==> src/rtl/apb_slave_regs_pkg.sv <==
// Shared types and constants for the APB register slave: FSM state encoding,
// data width, register-index field position and wait-state limits.
package apb_pkg;

    localparam int APB_DATA_W      = 32;
    localparam int IDX_LSB         = 2;
    localparam int IDX_MSB         = 5;
    localparam int IDX_W           = IDX_MSB - IDX_LSB + 1;
    localparam int MAX_WAIT_CYCLES = 7;
    localparam int WAIT_CNT_W      = 3;

    typedef enum logic [1:0] {
        ST_IDLE   = 2'd0,
        ST_WAIT   = 2'd1,
        ST_ACCESS = 2'd2
    } apb_state_e;

    // Register index carried in the word-address bits of a byte address.
    function automatic logic [IDX_W-1:0] get_reg_index(input logic [IDX_MSB:0] addr);
        return addr[IDX_MSB:IDX_LSB];
    endfunction

endpackage

==> src/rtl/apb_slave_regs_if.sv <==
// APB bus bundle between the bridge (master) and the register slave.
interface apb_slave_regs_if;
    import apb_pkg::*;

    logic                  psel_en;
    logic                  PENABLE;
    logic                  PWRITE;
    logic [APB_DATA_W-1:0] PADDR;
    logic [APB_DATA_W-1:0] PWDATA;
    logic [APB_DATA_W-1:0] PRDATA;
    logic                  PREADY;
    logic                  PSLVERR;

    modport master (
        output psel_en, PENABLE, PWRITE, PADDR, PWDATA,
        input  PRDATA, PREADY, PSLVERR
    );

    modport slave (
        input  psel_en, PENABLE, PWRITE, PADDR, PWDATA,
        output PRDATA, PREADY, PSLVERR
    );
endinterface

==> src/rtl/apb_slave_regs_wait_counter.sv <==
// Wait-state down-counter: loaded at setup, decremented while waiting,
// done flags the last wait cycle.
module apb_wait_counter
    import apb_pkg::*;
(
    input  logic                  clk,
    input  logic                  n_rst,
    input  logic                  load,
    input  logic [WAIT_CNT_W-1:0] load_val,
    input  logic                  dec,
    output logic                  done
);

    logic [WAIT_CNT_W-1:0] cnt_r;

    // Counter register; saturates at zero so a stray decrement never wraps.
    always_ff @(posedge clk) begin
        if (!n_rst) begin
            cnt_r <= WAIT_CNT_W'(0);
        end else if (load) begin
            cnt_r <= load_val;
        end else if (dec && (cnt_r != WAIT_CNT_W'(0))) begin
            cnt_r <= cnt_r - WAIT_CNT_W'(1);
        end
    end

    assign done = (cnt_r == WAIT_CNT_W'(1));

endmodule

==> src/rtl/apb_slave_regs.sv <==
// APB register slave: IDLE/WAIT/ACCESS handshake FSM, address decode,
// register array with read-only slots sourced from hw_in, and write strobes.
module apb_slave_regs
    import apb_pkg::*;
#(
    parameter int          NUM_REGS    = 8,
    parameter int          WAIT_CYCLES = 1,
    parameter logic [15:0] RO_MASK     = 16'h0001
) (
    input  logic                           clk,
    input  logic                           n_rst,
    apb_slave_regs_if.slave                apb,
    input  logic [NUM_REGS*APB_DATA_W-1:0] hw_in,
    output logic [NUM_REGS*APB_DATA_W-1:0] regs_out,
    output logic [NUM_REGS-1:0]            wr_strobe
);

    localparam logic [IDX_W:0]          NUM_REGS_W = (IDX_W+1)'(NUM_REGS);
    localparam logic [WAIT_CNT_W-1:0]   WAIT_LOAD  = WAIT_CNT_W'(WAIT_CYCLES);
    localparam logic                    NO_WAIT    = (WAIT_CYCLES == 0);

    apb_state_e              state_r;
    apb_state_e              state_nxt_s;
    logic [IDX_W-1:0]        idx_s;
    logic                    err_s;
    logic                    setup_s;
    logic                    commit_s;
    logic                    cnt_done_s;
    logic [IDX_W-1:0]        idx_r;
    logic                    write_r;
    logic                    err_r;
    logic [APB_DATA_W-1:0]   wdata_r;
    logic [APB_DATA_W-1:0]   regs_r [NUM_REGS];
    logic [APB_DATA_W-1:0]   hw_arr_s [NUM_REGS];
    logic [APB_DATA_W-1:0]   rd_data_s;
    logic [NUM_REGS-1:0]     wr_strobe_r;
    logic                    pready_s;
    logic                    pslverr_s;
    logic [APB_DATA_W-1:0]   prdata_s;
    logic                    unused_addr_s;

    assign unused_addr_s = ^apb.PADDR[APB_DATA_W-1:IDX_MSB+1];

    assign idx_s    = get_reg_index(apb.PADDR[IDX_MSB:0]);
    assign err_s    = (apb.PADDR[1:0] != 2'b00)
                   || ({1'b0, idx_s} >= NUM_REGS_W)
                   || (apb.PWRITE && RO_MASK[idx_s]);
    assign setup_s  = (state_r == ST_IDLE) && apb.psel_en && !apb.PENABLE;
    assign commit_s = (state_r == ST_ACCESS) && apb.psel_en && apb.PENABLE
                   && !err_r && write_r;

    apb_wait_counter u_wait_counter (
        .clk      (clk),
        .n_rst    (n_rst),
        .load     (setup_s),
        .load_val (WAIT_LOAD),
        .dec      (state_r == ST_WAIT),
        .done     (cnt_done_s)
    );

    // FSM state register.
    always_ff @(posedge clk) begin
        if (!n_rst) begin
            state_r <= ST_IDLE;
        end else begin
            state_r <= state_nxt_s;
        end
    end

    // FSM next-state logic; a dropped select aborts straight back to IDLE.
    always_comb begin
        state_nxt_s = ST_IDLE;
        case (state_r)
            ST_IDLE: begin
                if (setup_s) begin
                    state_nxt_s = NO_WAIT ? ST_ACCESS : ST_WAIT;
                end else begin
                    state_nxt_s = ST_IDLE;
                end
            end
            ST_WAIT: begin
                if (!apb.psel_en) begin
                    state_nxt_s = ST_IDLE;
                end else if (cnt_done_s) begin
                    state_nxt_s = ST_ACCESS;
                end else begin
                    state_nxt_s = ST_WAIT;
                end
            end
            ST_ACCESS: state_nxt_s = ST_IDLE;
            default:   state_nxt_s = ST_IDLE;
        endcase
    end

    // Setup-phase capture: later PWDATA/PADDR changes cannot affect the transfer.
    always_ff @(posedge clk) begin
        if (!n_rst) begin
            idx_r   <= {IDX_W{1'b0}};
            write_r <= 1'b0;
            err_r   <= 1'b0;
            wdata_r <= 32'h0;
        end else if (setup_s) begin
            idx_r   <= idx_s;
            write_r <= apb.PWRITE;
            err_r   <= err_s;
            wdata_r <= apb.PWDATA;
        end
    end

    // Register array and write strobes; RO slots are never written.
    always_ff @(posedge clk) begin
        if (!n_rst) begin
            for (int i = 0; i < NUM_REGS; i++) begin
                regs_r[i] <= 32'h0;
            end
            wr_strobe_r <= {NUM_REGS{1'b0}};
        end else begin
            for (int i = 0; i < NUM_REGS; i++) begin
                if (commit_s && (idx_r == IDX_W'(i))) begin
                    regs_r[i] <= wdata_r;
                end
                wr_strobe_r[i] <= commit_s && (idx_r == IDX_W'(i));
            end
        end
    end

    for (genvar g = 0; g < NUM_REGS; g++) begin : g_unpack
        assign hw_arr_s[g]                        = hw_in[g*APB_DATA_W +: APB_DATA_W];
        assign regs_out[g*APB_DATA_W +: APB_DATA_W] = regs_r[g];
    end

    // Read mux: read-only registers return the live hardware value.
    always_comb begin
        rd_data_s = 32'h0;
        for (int i = 0; i < NUM_REGS; i++) begin
            rd_data_s = (idx_r == IDX_W'(i)) ? (RO_MASK[i] ? hw_arr_s[i] : regs_r[i])
                                             : rd_data_s;
        end
    end

    // FSM outputs; everything is held at zero while reset is asserted.
    always_comb begin
        pready_s  = 1'b0;
        pslverr_s = 1'b0;
        prdata_s  = 32'h0;
        if (n_rst && (state_r == ST_ACCESS)) begin
            pready_s  = 1'b1;
            pslverr_s = err_r;
            if (!err_r && !write_r) begin
                prdata_s = rd_data_s;
            end else begin
                prdata_s = 32'h0;
            end
        end else begin
            pready_s  = 1'b0;
            pslverr_s = 1'b0;
            prdata_s  = 32'h0;
        end
    end

    assign apb.PREADY  = pready_s;
    assign apb.PSLVERR = pslverr_s;
    assign apb.PRDATA  = prdata_s;
    assign wr_strobe   = wr_strobe_r;

endmodule

==> src/flat_wrapper.sv <==
// flat-port wrapper written by rule: the top's interface ports become plain ports
module apb_slave_regs_flat import apb_pkg::*;
#(
    parameter int          NUM_REGS    = 8,
    parameter int          WAIT_CYCLES = 1,
    parameter logic [15:0] RO_MASK     = 16'h0001
)
  (clk, n_rst, hw_in, regs_out, wr_strobe, apb_psel_en, apb_PENABLE, apb_PWRITE, apb_PADDR, apb_PWDATA, apb_PRDATA, apb_PREADY, apb_PSLVERR);
  apb_slave_regs_if apb_i ();
  input  logic clk;
  input  logic n_rst;
  input  logic [NUM_REGS*APB_DATA_W-1:0] hw_in;
  output logic [NUM_REGS*APB_DATA_W-1:0] regs_out;
  output logic [NUM_REGS-1:0] wr_strobe;
  input wire logic [$bits(apb_i.psel_en)-1:0] apb_psel_en;
  input wire logic [$bits(apb_i.PENABLE)-1:0] apb_PENABLE;
  input wire logic [$bits(apb_i.PWRITE)-1:0] apb_PWRITE;
  input wire logic [$bits(apb_i.PADDR)-1:0] apb_PADDR;
  input wire logic [$bits(apb_i.PWDATA)-1:0] apb_PWDATA;
  output wire logic [$bits(apb_i.PRDATA)-1:0] apb_PRDATA;
  output wire logic [$bits(apb_i.PREADY)-1:0] apb_PREADY;
  output wire logic [$bits(apb_i.PSLVERR)-1:0] apb_PSLVERR;
  assign apb_i.psel_en = apb_psel_en;
  assign apb_i.PENABLE = apb_PENABLE;
  assign apb_i.PWRITE = apb_PWRITE;
  assign apb_i.PADDR = apb_PADDR;
  assign apb_i.PWDATA = apb_PWDATA;
  assign apb_PRDATA = apb_i.PRDATA;
  assign apb_PREADY = apb_i.PREADY;
  assign apb_PSLVERR = apb_i.PSLVERR;
  apb_slave_regs #(.NUM_REGS(NUM_REGS), .WAIT_CYCLES(WAIT_CYCLES), .RO_MASK(RO_MASK)) u_core (.clk(clk), .n_rst(n_rst), .apb(apb_i), .hw_in(hw_in), .regs_out(regs_out), .wr_strobe(wr_strobe));
endmodule
==> config.mk <==
export PLATFORM = sky130hd
export DESIGN_NAME = apb_slave_regs_flat
export DESIGN_NICKNAME = d
export VERILOG_FILES = /design/src/rtl/apb_slave_regs_pkg.sv /design/src/rtl/apb_slave_regs_if.sv /design/src/rtl/apb_slave_regs_wait_counter.sv /design/src/rtl/apb_slave_regs.sv /design/src/flat_wrapper.sv
export SDC_FILE = /design/constraint.sdc
export NUM_CORES = 1
export LEC_CHECK = 0
export ABC_AREA = 1
export CORE_AREA = 5 5 242 244
export DETAILED_ROUTE_END_ITERATION = 7
export DIE_AREA = 0 0 247 249
export SKIP_CTS_REPAIR_TIMING = 1
export SLEW_MARGIN = 0
export SYNTH_ARGS = -nofsm -noshare
export SYNTH_HDL_FRONTEND = slang
export SYNTH_SLANG_ARGS = --single-unit
==> constraint.sdc <==
create_clock -name clk -period 3.1 [get_ports clk]
set_input_delay 0.465 -clock clk [delete_from_list [all_inputs] [get_ports clk]]
set_output_delay 0.465 -clock clk [all_outputs]
set_load 0.05 [all_outputs]
==> results of run 1 <==
## through the flow
stage               hold slack, ns  cells  total power, mW
floorplan                    0.455   1263             5.71
global placement             0.464   2353             6.40
detailed placement           0.471   2353             6.42
CTS                          0.266   2421             10.6
global route                 0.295   2423             10.9
finish                       0.304   2426             10.5
## placed cells by master (no fill, tap or decap), types with 2 or more instances in the layout
| master | n |
|---|---|
| a211oi_1 | 2 |
| a21oi_1 | 25 |
| buf_12 | 43 |
| buf_4 | 25 |
| buf_6 | 4 |
| clkbuf_1 | 12 |
| clkbuf_16 | 41 |
| clkdlybuf4s50_1 | 337 |
| clkinv_1 | 4 |
| clkinv_2 | 5 |
| clkinv_4 | 3 |
| clkinvlp_4 | 2 |
| dfxtp_1 | 49 |
| dfxtp_2 | 2 |
| diode_2 | 3 |
| edfxtp_1 | 256 |
| ha_1 | 3 |
| inv_1 | 57 |
| inv_2 | 5 |
| nand2_1 | 205 |
| nand2_2 | 12 |
| nand3_1 | 110 |
| nand3_2 | 2 |
| nand4_1 | 33 |
| nor2_1 | 309 |
| nor2_4 | 5 |
| nor3_4 | 4 |
| o21ai_0 | 76 |
| o21ai_1 | 6 |
| or2_2 | 20 |
## path summary, 6_finish.rpt
| path | endpoint | slack (ns) | cells after the start |
|---|---|---|---|
| min | u_core.wr_strobe[3]$_SDFF_PN0_ | 0.30 | 3 |
| max reg2reg | u_core.regs_r[1][65]$_DFFE_PP_ | 0.87 | 9 |
| min reg2reg | u_core.wdata_r[20]$_SDFFE_PN0P_ | 0.48 | 2 |
| max | apb_PRDATA[7] | 0.1 | 11 |
## cell families after synthesis
group / after synthesis
flops: 307
buf+inv: 140
fa+ha+maj: 3
simple gates: 702
compound gates: 111
## sequential cells by signal, indices dropped and copies added (netlist names)
name                         cells
u_core.state_r                   2
u_core.u_wait_counter.cnt_r      3
u_core.err_r                     1
u_core.idx_r                     4
u_core.wdata_r                  32
u_core.wr_strobe                 8
u_core.write_r                   1
u_core.regs_r                  256
## power by group through the flow
stage	registers [mW]	clock network, mW	logic, mW
2_1_floorplan	5.29	0	0.417
3_3_place_gp	4.83	0	1.57
3_5_place_dp	4.83	0	1.58
4_1_cts	4.75	4.30	1.59
5_1_grt	4.77	4.48	1.68
6_report	4.75	4.21	1.59
## layer usage
layer | up-vias | track usage, % | part of all wire, %
met2 | 565 | 26.9 | 44
met5 | - | 0 | 0
met4 | 0 | 3.91 | 1.9
met1 | 5446 | 24.5 | 44
li1 | 5027 | - | -
met3 | 65 | 5.55 | 11
## final cells by class
cell class,instances,area [sq um]
fillers,5643,36800
flip-flops and latches,307,8710
repair buffers,413,4540
multi-input cells,816,3660
clock buffers,53,1060
well taps,756,946
inverters,63,236
clock inverters,15,116
diodes,3,7.51
## worst reg2reg max path, delay by kind of cell (launching register included)
family,cells,cell delay [ns]
buffers and inverters,5,0.90
flip-flops,1,0.32
AND/OR/NAND/NOR,4,0.66
==> results.md, run 1 <==
- Crit-path max FO: 28
- NetSw: 2.94 mW
- Final Hold Viols: 0
- Initial Util: 22.9%
- Int Pwr: 7.61 mW
- CTS root buffer: clkbuf_16
- Clock sinks: 307
- Placed instance area: 18000 sq um
- P per Cell Area: 547 nW/um^2
- XOR/XNOR Fraction of Synth Area: 0%
- CORE AREA: 56100 sq um
- Slew Viols, Final: 0
- Worst Setup Path Type: reg -> out
- Crit path cell chain: buf_6 > inv_1 > nor2_4 > nand2_8 > buf_16 > or2_2 > nand2_1 > nand4_1 > nand2_1 > a21oi_1 > buf_12
- Clock power frac: 39.9%
- Data required, critical path: 2.63 ns
- Post-synthesis area per instance: 10.2 sq um
- CP delay by family, top: simple AND/OR/NAND/NOR gates
- Antenna viol nets, final: 0
- Worst path max stage delay: 0.32 ns
- Post-layout util: 34.4%
- Antenna violations before repair: 0
- Simple-gate portion of the synthesized area: 23.0%
- Worst Tran Pin Value: 0.742 ns
- Setup Viol. Count Final: 0
- TritonCTS clock tree: done
- # IOs: 623
- GRT overflow: 0
- Area grow syn2layout: 50.2%
- DRT Pass-1 Iters: 5
- Number of flops mapped to enable cells by yosys: 256
- Syn Std Cell Area: 12800 sq um
- Starting DRT DRC Count: 859
- HP Class: in -> reg
- Largest family of logic cells by synthesized area: simple AND/OR/NAND/NOR gates
- Compound-Gate Fraction of Synth Area: 4.38%
- Tmin final: 3.00 ns
- HPWL after DPL: 40.3 mm
- Syn Nets: 1591
- Post-synthesis mux area share: 0%
- Top cell type's share of synthesized area: 59.9%
- Number of library cell types mapped by synthesis: 23
- CP Capture Type: primary output
- Pre-CTS setup slack: 0.393 ns
- Combinational share of power: 15.1%
- Crit path arrival time: 2.54 ns
- Pin count of the biggest net entering global routing: 71
- Final WS setup: 0.0998 ns
- Total die area: 61500 sq um
- Count leader, synth: nor2_1
- Setup TNS: 0 ns
- Synthesized instance count: 1263
- Peak VDD IR: 0.274 mV
- Static Leak: 7.14 nW
- Drt wl/cell: 23.3 um
- Vias in the first global route: 11038
- Status: complete, no violations
- DRC errors left: 0
- Hold path startpoint: n_rst
- CP startpoint: u_core.idx_r[1]$_SDFFE_PN0P_
- Post-synth top area cell: edfxtp_1
- Nets: 1966
- Die H: 249 um
- Ys flop type: edfxtp_1
- Synth warnings: 0
- Rows: 87
- Total Wirelength: 56.6 mm
- Max_cap viols: 0
- Slew HR: 50.4%
- Post-synth top cells: nor2_1 (313), edfxtp_1 (256), nand2_1 (218), nand3_1 (110), o21ai_0 (76)
- Sw frac: 27.9%
- Gpl congestion: 0.847
- Seq cells post-synth: 307
- Unrepaired setup endpoints after global routing: yes
- Fmax: 333 MHz
- Largest cells by area after synthesis: edfxtp_1 (60%), nor2_1 (9.2%), dfxtp_1 (8.0%)
- Post-synthesis adder-cell area fraction: 0.292%
- H-tree levels: 2
- Post-route cell area: 19300 sq um
- Share of cells above drive strength 1: 10.9%
- Sequential share of the synthesized area: 67.9%
- Fin crit share: 96.8%
- CTS max path bufs: 3
- Crit path launch type: flip-flop
- CTS Buf Count: 37
- Final Skew: 0.0200 ns
- Crit-path slowest cell: dfxtp_1
- Async SR Flop Fraction: 0%
- Total track usage: 17.6%
- Flop pwr share: 45.0%
- Die span in x: 247 um
- IO buf count: 372
- Clk_lat worst skew: 0.54 ns
- Worst r2r src: u_core.idx_r[1]$_SDFFE_PN0P_
- Worst-path clk slew: 0.06 ns
- First-pass GRT wire length: 79.2 mm
- Vias per cell: 4.58
- Worst path bufs/invs: 4
- Crit path top cell by count: nand2_1
- Vias after detailed routing: 11103
Power figures use the tool's default switching activity.
==> inputs of run 2 (changes only) <==
==> constraint.sdc (replaced) <==
create_clock -name clk -period 3 [get_ports clk]
set_input_delay 0.45 -clock clk [delete_from_list [all_inputs] [get_ports clk]]
set_output_delay 0.45 -clock clk [all_outputs]
set_load 0.05 [all_outputs]
==> run 2 against run 1 <==
  * Worst setup slack worse by 0.010 ns
  * Design area up 0.25%
  * Register-to-register slack worse by 0.14 ns
  * Via count about the same
  * Clock skew down 0.010 ns
  * Global-route usage down 0.25 points
  * Non-clock buffer count up 4
  * Final cell count unchanged
  * Largest power group unchanged
  * Highest routed layer unchanged
==> results.md, run 2 (synthesis results as in run 1) <==
- Starting DRT DRC Count: 974 (+13%)
- Fin crit share: 97.0%
- Static Leak: 7.18 nW (+0.58%)
- P per Cell Area: 566 nW/um^2 (+3.5%)
- Status: complete, no violations
- CORE AREA: 56100 sq um (unchanged)
- Die H: 249 um (unchanged)
- Clock sinks: 307 (unchanged)
- Total power: 10.9 mW (+3.8%)
- Slew Viols, Final: 0 (unchanged)
- Flop pwr share: 44.9% (about the same)
- Int Pwr: 7.95 mW (+4.5%)
- Share of cells above drive strength 1: 11.4% (+0.49 points)
- DRC errors left: 0 (unchanged)
- Nets: 1968 (+0.10%)
- Pin count of the biggest net entering global routing: 71 (unchanged)
- Commonest non-fill, non-tap cell in the layout: clkdlybuf4s50_1
- Crit path cell chain: inv_1 > nand2_2 > inv_1 > nand2_1 > buf_6 > nand2_1 > inv_1 > nand4_1 > nand2_1 > a21oi_1 > buf_12
- Rows: 87 (unchanged)
- Max reg flops: 256 (unchanged)
- Clk_lat worst skew: 0.53 ns (about the same)
- Vias in the first global route: 11025 (-0.12%)
- Total die area: 61500 sq um (unchanged)
- Final WS setup: 0.0898 ns (-0.0100 ns)
- CTS root buffer: clkbuf_16
- HP Class: in -> reg
- Setup Viol. Count Final: 0 (unchanged)
- Final Hold Viols: 0 (unchanged)
- CP Capture Type: primary output
- First-pass GRT wire length: 77.9 mm (-1.5%)
- TritonCTS clock tree: done
- Crit-path slowest cell: dfxtp_1
- HPWL after DPL: 40.1 mm (-0.42%)
- Worst Tran Pin Value: 0.705 ns (-0.0376 ns)
- Crit path launch type: flip-flop
- Tmin final: 2.91 ns
- Gpl congestion: 0.859 (+1.3%)
- # IOs: 623 (unchanged)
- Hold WS: 0.387 ns (+0.0838 ns)
- Antenna violations before repair: 1 (+1)
- Slew HR: 53.0% (+2.7 points)
- Clock power frac: 40.1% (+0.2 points)
- Initial Util: 22.9% (unchanged)
- Fmax: 344 MHz
- Crit path arrival time: 2.46 ns (-0.08 ns)
- FF+latch area: 8710 sq um (unchanged)
- Die span in x: 247 um (unchanged)
- Vias per cell: 4.57 (about the same)
- H-tree levels: 2 (unchanged)
- CTS max path bufs: 3 (unchanged)
- Worst path bufs/invs: 5 (+1)
- Area of the multi-input gates: 3650 sq um (-0.14%)
- Layout fillers: 5622 (-0.37%)
- Max_cap viols: 0 (unchanged)
- Drt wl/cell: 23.3 um (-0.25%)
- IO buf count: 372 (unchanged)
- Area grow syn2layout: 50.6%
- CP delay by family, top: buffers and inverters
- GRT overflow: 0 (unchanged)
- Peak VDD IR: 0.303 mV (+11%)
- Unrepaired setup endpoints after global routing: yes
- Worst Setup Path Type: reg -> out
- Largest Register: u_core.regs_r
- Data required, critical path: 2.55 ns (-0.08 ns)
- NetSw: 2.99 mW (+1.8%)
- Worst path max stage delay: 0.44 ns (+0.12 ns)
- Setup TNS: 0 ns (unchanged)
- DRT Pass-1 Iters: 5 (unchanged)
- Crit-path max FO: 20 (-29%)
- Worst-path clk slew: 0.06 ns (about the same)
- Total Wirelength: 56.5 mm (-0.25%)
- Final Skew: 0.00969 ns (-0.0103 ns)
- Commonest cells after routing, fill and taps aside: clkdlybuf4s50_1 (337), nor2_1 (305), edfxtp_1 (256)
- Combinational share of power: 15.0% (about the same)
- Antenna viol nets, final: 0 (unchanged)
- Sw frac: 27.4% (-0.53 points)
- Vias after detailed routing: 11093 (-0.090%)
- Total track usage: 17.3% (-0.25 points)
- CTS Buf Count: 35 (-5.4%)
- Pre-CTS setup slack: 0.309 ns (-0.0842 ns)
[run 2: cell types whose count changed in the layout (fill, tap and decap cells not counted), moves of 2 or more]
cell	change
clkbuf_1	-9
clkbuf_8	+4
clkinv_4	-3
buf_4	+3
clkinv_2	+2
buf_12	+2
clkinvlp_4	-2
clkinv_1	+2
nor2_1	-4
nor2_2	+4
[run 2: metal layers]
metal	GRT usage, %	routed length, um	up-vias
met1	23.7	24700	5416
li1	-	-	5020
met2	26.9	24600	573
met5	0	0	-
met4	4.62	1270	0
met3	5.02	5940	84
[run 2: final timing paths]
kind,startpoint,end,slack [ns],cells past startpoint
max reg2reg,u_core.idx_r[3]$_SDFFE_PN0P_,u_core.regs_r[1][91]$_DFFE_PP_,0.73,9
min reg2reg,u_core.wdata_r[13]$_SDFFE_PN0P_,u_core.wdata_r[13]$_SDFFE_PN0P_,0.48,2
min,n_rst,u_core.wr_strobe[3]$_SDFF_PN0_,0.39,4
max,u_core.idx_r[3]$_SDFFE_PN0P_,apb_PRDATA[7],0.09,11
[run 2: cell type report]
cell class	instances	area share [%]
sequential	307	45.1
timing repair buffer	417	23.7
multi-input combinational	816	18.9
clock buffer	47	5.47
tap	756	4.90
inverter	63	1.22
clock inverter	16	0.680
antenna	4	0.0518
[run 2: power groups by stage]
stage	Clock (mW)	Combinational, mW	Sequential (mW)
final	4.39	1.64	4.91
after global routing	4.62	1.74	4.93
after CTS	4.48	1.64	4.91
after detailed placement	0	1.63	5.00
after global placement	0	1.62	4.99
after floorplan	0	0.431	5.47
[run 2: tightest hold or removal path, cell delays in order]
cell    delay, ns
buf_2        0.10
inv_2        0.05
buf_4        0.18
nor2_1       0.10
[run 2: metrics by stage]
| stage | utilization (%) | area, sq um | std cells |
|---|---|---|---|
| 4_1_cts | 34.2 | 19200 | 2418 |
| 3_5_place_dp | 32.1 | 18000 | 2355 |
| 5_1_grt | 34.4 | 19300 | 2422 |
| 3_3_place_gp | 32.1 | 18000 | 2355 |
| 2_1_floorplan | - | 12800 | 1263 |
| 6_report | 34.5 | 19300 | 2426 |
==> inputs of run 3 (changes only) <==
--- a/config.mk
+++ b/config.mk
@@ -7,8 +7,10 @@
 export LEC_CHECK = 0
 export ABC_AREA = 1
 export CORE_AREA = 5 5 242 244
+export CTS_CLUSTER_DIAMETER = 80
 export DETAILED_ROUTE_END_ITERATION = 7
 export DIE_AREA = 0 0 247 249
+export HOLD_SLACK_MARGIN = 0.05
 export SKIP_CTS_REPAIR_TIMING = 1
 export SLEW_MARGIN = 0
 export SYNTH_ARGS = -nofsm -noshare
==> run 3 against run 2 <==
  * Sequential cell count did not move
  * Register-to-register slack about the same
  * Hold slack got worse by 0.0022 ns
  * Highest routed layer unchanged
  * Die area unchanged
  * Sequential power hardly changed
  * Critical endpoint unchanged
  * Clock power is essentially flat
  * Utilization is essentially flat
==> results.md, run 3 (synthesis results as in run 1) <==
- GRT overflow: 0 (unchanged)
- Crit-path max FO: 20 (unchanged)
- Rows: 87 (unchanged)
- CTS max path bufs: 3 (unchanged)
- Worst Setup Path Type: reg -> out
- Pin count of the biggest net entering global routing: 71 (unchanged)
- Die span in x: 247 um (unchanged)
- Final Skew: 0.0226 ns (+0.0129 ns)
- # IOs: 623 (unchanged)
- Antenna violations before repair: 1 (unchanged)
- R2R Setup Slk: 0.74 ns (about the same)
- DRT Pass-1 Iters: 5 (unchanged)
- Vias after detailed routing: 11038 (-0.50%)
- Setup Viol. Count Final: 0 (unchanged)
- Gpl congestion: 0.859 (unchanged)
- Die H: 249 um (unchanged)
- Slew HR: 52.8% (-0.21 points)
- Worst Tran Pin Value: 0.708 ns (+0.00312 ns)
- Total track usage: 17.4% (+0.024 points)
- Share of cells above drive strength 1: 11.5% (+0.060 points)
- CTS root buffer: clkbuf_16
- Max reg flops: 256 (unchanged)
- Largest Register: u_core.regs_r
- Data required, critical path: 2.55 ns (about the same)
- Worst-case reg-to-reg path depth: 9 (unchanged)
- Unrepaired setup endpoints after global routing: yes
- Fmax: 344 MHz (+0.24%)
- Final Hold Viols: 0 (unchanged)
- Layout fillers: 5622 (unchanged)
- CORE AREA: 56100 sq um (unchanged)
- Starting DRT DRC Count: 987 (+1.3%)
- HPWL after DPL: 40.1 mm (unchanged)
- Slew Viols, Final: 0 (unchanged)
- Vias per cell: 4.55 (-0.50%)
- Total Wirelength: 56.4 mm (about the same)
- Crit path launch type: flip-flop
- Max_cap viols: 0 (unchanged)
- Commonest cells after routing, fill and taps aside: clkdlybuf4s50_1 (337), nor2_1 (305), edfxtp_1 (256)
- CTS Buf Count: 35 (unchanged)
- TritonCTS clock tree: done
- Antenna viol nets, final: 0 (unchanged)
- Initial Util: 22.9% (unchanged)
- CP startpoint: u_core.idx_r[3]$_SDFFE_PN0P_
- Static Leak: 7.18 nW (about the same)
- Drt wl/cell: 23.3 um (about the same)
- Commonest non-fill, non-tap cell in the layout: clkdlybuf4s50_1
- Nets: 1968 (unchanged)
- Peak VDD IR: 0.351 mV (+16%)
- Worst-path clk slew: 0.06 ns (about the same)
- Clk_lat worst skew: 0.54 ns (about the same)
- IO buf count: 372 (unchanged)
- Worst r2r src: u_core.idx_r[3]$_SDFFE_PN0P_
- DRC errors left: 0 (unchanged)
- Tmin final: 2.90 ns (-0.00701 ns)
- Total die area: 61500 sq um (unchanged)
- Crit path arrival time: 2.45 ns (about the same)
- CP Capture Type: primary output
- Total power: 11.0 mW (+0.33%)
- Fin crit share: 96.8% (-0.23 points)
- P per Cell Area: 568 nW/um^2 (+0.26%)
- Post-layout util: 34.5% (about the same)
- HP Class: in -> reg
- Status: complete, no violations
- Clock sinks: 307 (unchanged)
- First-pass GRT wire length: 78.1 mm (+0.13%)
- Critical Path Sink: apb_PRDATA[7]
- Vias in the first global route: 11021 (-0.036%)
- Area grow syn2layout: 50.7% (about the same)
- H-tree levels: 2 (unchanged)
- Reg2reg end: u_core.regs_r[1][91]$_DFFE_PP_
run 3: cell count changes in the layout (fill, tap and decap cells not counted), sizes merged:
cell	delta
clkbuf	-2
bufinv	+1
clkinvlp	+1
run 3: power by group:
| part | total, mW | internal, mW | leakage (nW) | switching [mW] |
|---|---|---|---|---|
| Combinational | 1.65 | 0.506 | 3.53 | 1.14 |
| Clock | 4.42 | 2.69 | 0.596 | 1.73 |
| Sequential | 4.91 | 4.80 | 3.06 | 0.114 |
run 3: worst min-delay path by stage:
stage	to	slack [ns]	depth (start not counted)	start
CTS	u_core.wr_strobe[6]$_SDFF_PN0_	0.34	4	n_rst
floorplan	u_core.wdata_r[0]$_SDFFE_PN0P_	0.45	2	u_core.wdata_r[0]$_SDFFE_PN0P_
global placement	u_core.wdata_r[20]$_SDFFE_PN0P_	0.46	2	u_core.wdata_r[20]$_SDFFE_PN0P_
global route	u_core.wr_strobe[3]$_SDFF_PN0_	0.38	4	n_rst
detailed placement	u_core.idx_r[1]$_SDFFE_PN0P_	0.47	2	u_core.idx_r[1]$_SDFFE_PN0P_
finish	u_core.wr_strobe[3]$_SDFF_PN0_	0.39	4	n_rst
run 3: metrics by stage:
step	std cells	setup slack, ns	instance area (sq um)	hold slack [ns]	TNS (ns)
after floorplan	1263	0.173	12800	0.455	0
after global placement	2355	0.302	18000	0.462	0
after detailed placement	2355	0.309	18000	0.472	0
after CTS	2418	-0.266	19200	0.339	-5.77
after global routing	2422	-0.0437	19300	0.381	-0.0510
final	2426	0.0968	19300	0.385	0
run 3: worst max-delay path, stage by stage, from the launching register on:
cell,delay (ns)
dfxtp_1,0.44
inv_1,0.11
nand2_2,0.15
inv_1,0.14
nand2_1,0.17
buf_6,0.23
nand2_1,0.08
inv_1,0.05
nand4_1,0.17
nand2_1,0.10
a21oi_1,0.10
buf_12,0.17
run 3: routing by layer:
layer / track usage, % / share of wire, % / vias to the layer above
met5: 0 / 0 / -
met4: 4.51 / 2.2 / 0
met3: 5.09 / 11 / 78
met2: 27.0 / 43 / 576
met1: 23.7 / 43 / 5363
li1: - / - / 5021
run 3: area by class of cell:
type                       instances  area (sq um)  area share (%)
inverter                          63           236            1.22
clock inverter                    18           173           0.893
sequential                       307          8710            45.1
multi-input combinational        816          3650            18.9
clock buffer                      45          1030            5.32
antenna                            4          10.0          0.0518
timing repair buffer             417          4580            23.7
tap                              756           946            4.89
==> variant (config.mk and constraints of run 2) <==
Set the package constant `IDX_LSB` to 4 (it was 2).
--- a/src/rtl/apb_slave_regs_pkg.sv
+++ b/src/rtl/apb_slave_regs_pkg.sv
@@ -3,7 +3,7 @@
 package apb_pkg;
 
     localparam int APB_DATA_W      = 32;
-    localparam int IDX_LSB         = 2;
+    localparam int IDX_LSB         = 4;
     localparam int IDX_MSB         = 5;
     localparam int IDX_W           = IDX_MSB - IDX_LSB + 1;
     localparam int MAX_WAIT_CYCLES = 7;
Formal check against the unedited RTL: not equivalent (Yosys sat finds a counterexample within 4 cycles, from zero or initial values and one cycle with n_rst low).
==> variant against run 2 <==
The run now ends with antenna violations left. Sequential cell count is 70 lower. Die area did not move. Total power is 25% lower. Synthesized area shrank 21%. Routed wire length is 31% lower. Clock skew up 10 ps. Worst setup slack better by 130 ps. Global-route usage is 5.2 points lower. Cell area shrank 22%. First-iteration DRC count fell by 51%. Largest cell class unchanged. Highest routed layer unchanged.
==> variant: results (changes against run 2) <==
metric	value	unit	change
avgRoutedWirePerCell	19.14	microns	-18%
synth_nets	1301		-18%
critPathMaxStageDelay	410	ps	-30 ps
grt_max_degree	48		-32%
hpwl	28.20	mm	-30%
cellLeakagePower	0.005613	uW	-22%
clkbuf_count	37		-21%
grt_pass1_wl	55.36	mm	-29%
grt_use_met3	0.03401		-0.01620
use_met1	0.1627		-0.07455
sh_seq_area	0.4437		-0.007100
numPortBuffers	336		-9.7%
seq_area_frac_synth	0.6611		-0.01744
grt_use_total	0.1214		-0.05192
synth_edf_count	192		-25%
switchingPower	2214	uW	-26%
via_per_inst	3.849		-16%
bufAreaShareNonClock	0.2557		+0.01877
place_area	0.01413	sq mm	-22%
wl_met3	3.541	mm	-40%
failed_checks	antenna violations		
buffers	368		-12%
n_all_inverters	100		+59%
multi_input_area_share	0.1543		-0.03473
numCtsBuffers	26		-26%
first_iter_violations	481		-51%
ys_types	21		-8.7%
status	finished with violations		
clkCellAreaFrac	0.05687		-0.004582
cp_slowest_cell	dfxtp_2		
h-tree-depth	1		-1
hold_path.class	reg -> reg		
dr_wl_met2	17.44	mm	-29%
pre_cts_ws	468.0	ps	+158.7 ps
ant_nets	1		+1
n_antenna_cell	7		+3
synth_commonest_cells	196 x nor2_1, 192 x edfxtp_1, 161 x nand2_1		
critical_path_arrival	2330	ps	-130 ps
clkLatencyLatePin	550	ps	+20 ps
nets	1583		-20%
-- variant: changes by cell type in the layout (fill, tap and decap cells not counted), sizes merged, moves of 12 or more --
| cell | change |
|---|---|
| clkdlybuf4s50 | -36 |
| nor2 | -118 |
| nand2 | -56 |
| inv | +36 |
| buf | -12 |
| nand4 | -33 |
| edfxtp | -64 |
| nand3 | -68 |
| o21ai | -43 |
| a21oi | +31 |
-- variant: path summary, 6_finish.rpt --
check	startpoint	endpoint	slack, ps	depth (start not counted)
max	u_core.idx_r[0]$_SDFFE_PN0P_	apb_PRDATA[7]	220	7
min	u_core.wdata_r[6]$_SDFFE_PN0P_	u_core.wdata_r[6]$_SDFFE_PN0P_	460	2
max reg2reg	u_core.idx_r[0]$_SDFFE_PN0P_	u_core.regs_r[1][101]$_DFFE_PP_	900	6
min reg2reg	u_core.wdata_r[6]$_SDFFE_PN0P_	u_core.wdata_r[6]$_SDFFE_PN0P_	460	2
-- variant: power groups by stage --
stage	logic [uW]	registers (uW)	clock network, uW
after global routing	1250	3780	3460
after CTS	1200	3770	3310
after global placement	1190	3830	0
final	1190	3770	3230
after floorplan	368	4190	0
after detailed placement	1200	3840	0
-- variant: logic make-up after synthesis --
family | synth area share
AO/OA/AOI/OAI | 0.04765
flip-flops | 0.6611
buffers and inverters | 0.1144
adder cells (fa/ha/maj) | 0.003723
XOR/XNOR | 0.0008688
AND/OR/NAND/NOR | 0.1722
-- variant: through the flow --
step / hold slack [ps] / utilization / cells
floorplan: 439.8 / - / 973
global placement: 447.6 / 0.2521 / 1981
detailed placement: 454.7 / 0.2521 / 1981
CTS: 447.5 / 0.2673 / 2028
global route: 468.3 / 0.2677 / 2030
finish: 463.5 / 0.2680 / 2037
